### src/rtl/fwd_hazard_scoreboard.sv
// Forwarding and hazard scoreboard: shadows destination tags for EX and DEPTH
// post-EX stages, picks the youngest forwarding source and raises ID stalls.
module fwd_hazard_scoreboard #(
  parameter int ADDR_W  = 4,
  parameter int NUM_SRC = 3,
  parameter int DEPTH   = 2,
  localparam int SEL_W  = $clog2(DEPTH + 1)
) (
  input  logic                      clk,
  input  logic                      rst,
  input  logic                      forwarding_enable,
  input  logic                      freeze,
  input  logic                      flush,
  input  logic                      id_valid,
  input  logic [NUM_SRC*ADDR_W-1:0] id_src,
  input  logic [NUM_SRC-1:0]        id_src_valid,
  input  logic [ADDR_W-1:0]         id_dest,
  input  logic                      id_wb_en,
  input  logic                      id_mem_read,
  output logic [NUM_SRC*SEL_W-1:0]  src_select,
  output logic                      hazard_stall,
  output logic [15:0]               stall_count
);

  logic                      r_exValid;
  logic                      r_exWbEn;
  logic                      r_exMemRead;
  logic [ADDR_W-1:0]         r_exDest;
  logic [NUM_SRC*ADDR_W-1:0] r_exSrc;
  logic [NUM_SRC-1:0]        r_exSrcValid;

  // Load flags are only consulted in EX, so the post-EX stages do not carry them.
  logic [DEPTH-1:0]          r_stgValid;
  logic [DEPTH-1:0]          r_stgWbEn;
  logic [ADDR_W-1:0]         r_stgDest [DEPTH];

  logic [15:0]               r_stallCount;
  logic [NUM_SRC*SEL_W-1:0]  w_srcSelect;
  logic                      w_hazard;
  logic                      w_loadEx;

  always_comb begin
    w_srcSelect = '0;
    for (int i = 0; i < NUM_SRC; i++) begin
      // Walk oldest to youngest so the lowest matching stage is the one kept.
      for (int j = DEPTH - 1; j >= 0; j--) begin
        if (forwarding_enable && r_exValid && r_exSrcValid[i] &&
            r_stgValid[j] && r_stgWbEn[j] &&
            (r_stgDest[j] == r_exSrc[i*ADDR_W +: ADDR_W])) begin
          w_srcSelect[i*SEL_W +: SEL_W] = SEL_W'(j + 1);
        end
      end
    end
  end

  always_comb begin
    w_hazard = 1'b0;
    if (id_valid && !flush) begin
      for (int i = 0; i < NUM_SRC; i++) begin
        if (id_src_valid[i]) begin
          if (r_exValid && r_exWbEn && (r_exDest == id_src[i*ADDR_W +: ADDR_W]) &&
              (r_exMemRead || !forwarding_enable)) begin
            w_hazard = 1'b1;
          end
          // Without forwarding only WB is safe, since the register file writes before it reads.
          if (!forwarding_enable) begin
            for (int j = 0; j < DEPTH - 1; j++) begin
              if (r_stgValid[j] && r_stgWbEn[j] &&
                  (r_stgDest[j] == id_src[i*ADDR_W +: ADDR_W])) begin
                w_hazard = 1'b1;
              end
            end
          end
        end
      end
    end
  end

  assign w_loadEx = id_valid && !w_hazard && !flush;

  always_ff @(posedge clk) begin
    if (rst) begin
      r_exValid    <= 1'b0;
      r_exSrcValid <= '0;
      r_stgValid   <= '0;
      r_stallCount <= '0;
    end else if (!freeze) begin
      r_stgValid[0] <= r_exValid;
      r_stgWbEn[0]  <= r_exWbEn;
      r_stgDest[0]  <= r_exDest;
      for (int j = 1; j < DEPTH; j++) begin
        r_stgValid[j] <= r_stgValid[j-1];
        r_stgWbEn[j]  <= r_stgWbEn[j-1];
        r_stgDest[j]  <= r_stgDest[j-1];
      end
      r_exValid    <= w_loadEx;
      r_exWbEn     <= id_wb_en;
      r_exMemRead  <= id_mem_read;
      r_exDest     <= id_dest;
      r_exSrc      <= id_src;
      r_exSrcValid <= w_loadEx ? id_src_valid : '0;
      if (w_hazard && (r_stallCount != 16'hFFFF)) begin
        r_stallCount <= r_stallCount + 16'd1;
      end
    end
  end

  assign src_select   = w_srcSelect;
  assign hazard_stall = w_hazard;
  assign stall_count  = r_stallCount;

endmodule

### config.mk
export PLATFORM = sky130hd
export DESIGN_NAME = fwd_hazard_scoreboard
export DESIGN_NICKNAME = d
export VERILOG_FILES = /design/src/rtl/fwd_hazard_scoreboard.sv
export SDC_FILE = /design/constraint.sdc
export NUM_CORES = 1
export LEC_CHECK = 0
export ABC_AREA = 0
export BUFFER_PORTS_ARGS = -buffer_cell sky130_fd_sc_hd__buf_4
export CAP_MARGIN = 20
export CORE_ASPECT_RATIO = 1.1
export CORE_MARGIN = 5
export CORE_UTILIZATION = 30
export DETAILED_ROUTE_END_ITERATION = 8
export HOLD_SLACK_MARGIN = 0.05
export PLACE_DENSITY = 0.45
export SLEW_MARGIN = 30
export SYNTH_ARGS = -nofsm -noshare
export SYNTH_HDL_FRONTEND = slang
export SYNTH_SLANG_ARGS = --single-unit
### constraint.sdc
create_clock -name clk -period 3.62 [get_ports clk]
set_input_delay 0.724 -clock clk [delete_from_list [all_inputs] [get_ports clk]]
set_output_delay 0.724 -clock clk [all_outputs]
set_load 0.005 [all_outputs]
==> impl_metrics.env <==
export IMPL_outcome="completed"
export IMPL_io_buffers=49
export IMPL_drive_gt1_share_pct=23.43
export IMPL_min_path_type="reg2reg"
export IMPL_antenna_found_initial=0
export IMPL_endpoint_kind="primary output"
export IMPL_pin_count=50
export IMPL_cts_sinks=50
export IMPL_tightest_slew_ps=417.7
export IMPL_wirelength_mm=6.095
export IMPL_fin_crit_sh_pct=72.67
export IMPL_path_max_fanout=3
export IMPL_finalHoldViolCount=0
export IMPL_die_area_um2=10510
export IMPL_yosysSeqAreaShare_pct=49.90
export IMPL_power_total_mw=1.195
export IMPL_async_flop_share_pct=0
export IMPL_diodes=0
export IMPL_postSynthAreaPerCell_um2=10.83
export IMPL_core_um2=8364
export IMPL_via_per_inst=4.733
export IMPL_grt_pass1_wl_mm=9.929
export IMPL_fillerInstances=865
export IMPL_slowest_stage="nor4_4"
export IMPL_synthDistinctLibCells=42
export IMPL_post_route_util_pct=38.03
export IMPL_regArea_um2=1281
export IMPL_ctsHoldBuffers=0
export IMPL_clk_insertion_delay_late_ps=300
export IMPL_syn_to_final_growth_pct=23.88
export IMPL_routabilityCongestion=0.8908
export IMPL_h_tree_depth=2
export IMPL_layout_nets=313
export IMPL_crit_required_ps=2900
export IMPL_synth_fp_nets=265
export IMPL_synth_largest_area_cell="edfxtp_1"
export IMPL_path_clk_slew_ps=100
export IMPL_netlist_top_cells_area="edfxtp_1 33%, dfxtp_1 17%, xor2_1 11%"
export IMPL_cts_resized=0
export IMPL_drtAntennaViolNets=0
export IMPL_p_per_area_nw_per_um2=375.6
export IMPL_setup_violations_final=0
export IMPL_max_clock_path_buffers=2
export IMPL_cp_cell_sequence="buf_4 -> xor2_1 -> nor4_1 -> nand3_1 -> o31ai_2 -> nor4_4 -> nor2_1 -> buf_4"
export IMPL_die_width_um=98.21
export IMPL_max_clock_freq_mhz=380.2
export IMPL_drtIter0Drc=80
export IMPL_overflow=0
export IMPL_numCtsBuffers=5
export IMPL_ir_worst_vdd_mv=0.2104
export IMPL_cts_setup_buffers=0
export IMPL_yosys_warnings=0
export IMPL_relSlewSlack_pct=72.15
export IMPL_yosysMostFrequentCell="xor2_1"
export IMPL_critical_path_most_common_cell="buf_4"
export IMPL_drcViolationCount=0
export IMPL_cts_tree="yes"
export IMPL_grt_max_degree=30
export IMPL_vias=1879
export IMPL_clk_root_buffer_cell="clkbuf_8"
export IMPL_wl_per_cell_um=15.35
export IMPL_drt_first_pass_iters=4
export IMPL_synth_common_cells="33 x xor2_1, 28 x edfxtp_1, 22 x dfxtp_1"
export IMPL_max_stage_delay_ps=330
export IMPL_first_global_vias=1931
export IMPL_die_h_um=107.0
export IMPL_synth_area_um2=2567
export IMPL_initial_utilization_pct=30.70
export IMPL_rows=35
export IMPL_multi_input_area_um2=1234
export IMPL_drv_slew=0
export IMPL_synth_flop_cell="edfxtp_1"
export IMPL_synth_edf_count=28
export IMPL_clock_skew_ps=9.412
export IMPL_synthCells=237
export IMPL_tns_ps=0
export IMPL_crit_path_start_kind="input pin"
export IMPL_cp_arrival_ps=1910
export IMPL_path_class="in2out"
export IMPL_ys_seq_elements=50
export IMPL_leakage_nw=1.195
export IMPL_synth_top_area_share_pct=32.75
export IMPL_rsz0062_at_grt="false"
export IMPL_fin_crit_ps=2631
export IMPL_maxCapViolations=0
export IMPL_dp_hpwl_mm=4.637
export IMPL_track_usage_pct=11.98
==> metal layers <==
layer / part of all wire [%] / GRT usage, %
met1: 43 / 14.78
met4: 1.6 / 4.585
met5: 0 / 0
met2: 50 / 19.50
met3: 5.2 / 3.839
==> cells in the final DEF, fill, tap and decap left out, types with 8 or more instances in the layout <==
master    count
xor2_1       33
a21oi_1       9
edfxtp_1     28
nand4_1       9
nor2_1       18
dfxtp_1      22
nand3_1      12
nor2b_1       8
nor4_1        9
xnor2_1      15
buf_4        52
==> sequential cells by signal, indices dropped and copies added, names as in the netlist <==
register,count
r_exWbEn,1
r_exSrc,12
r_exValid,1
stall_count,16
r_stgValid,2
r_exMemRead,1
r_exDest,4
r_stgDest,8
r_stgWbEn,2
r_exSrcValid,3
==> logic make-up after synthesis <==
kind of cell	after synthesis	share of synthesized area, %
adders and majority gates	1	0.4873
muxes	9	3.801
and+or+nand+nor	92	21.05
DFF	50	49.90
buffers and inverters	12	2.144
AOI/OAI and AO/OA	25	6.238
xor gates and xnor gates	48	16.37
==> power by group <==
part	switching [mW]	internal, mW
combinational	0.0494	0.0482
clock	0.182	0.273
sequential	0.0212	0.621
total	0.252	0.943
==> worst paths after layout <==
kind | startpoint | endpoint | slack (ps) | depth (start not counted)
max | id_src[0] | hazard_stall | 990 | 8
min | r_exWbEn | r_stgWbEn[0] | 470 | 0
max reg2reg | r_stgDest[0][1] | stall_count[11] | 1300 | 7
min reg2reg | r_exWbEn | r_stgWbEn[0] | 470 | 0
==> through the flow <==
stage	hold WS, ps	worst slack, ps	area (µm²)	instances
after floorplan	420.6	678.2	2567	237
after global placement	455.7	941.2	3048	389
after detailed placement	448.4	960.7	3048	389
after CTS	484.6	945.9	3181	397
after global routing	476.1	773.4	3181	397
final	472.2	989.5	3181	397
==> cell type report <==
cell class	count	share of cell area, %
Clock buffer	5	2.164
Timing Repair Buffer	52	12.27
Clock inverter	3	2.006
Sequential cell	50	40.28
Inverter	1	0.1180
Multi-Input combinational cell	175	38.79
Tap cell	111	4.367
==> worst max-delay path: cells and delay by family <==
family	cells	cell delay [ps]
buffers and inverters	2	270
AO/OA/AOI/OAI	1	90
XOR/XNOR	1	220
AND/OR/NAND/NOR	4	610
Power figures use the tool's default switching activity.
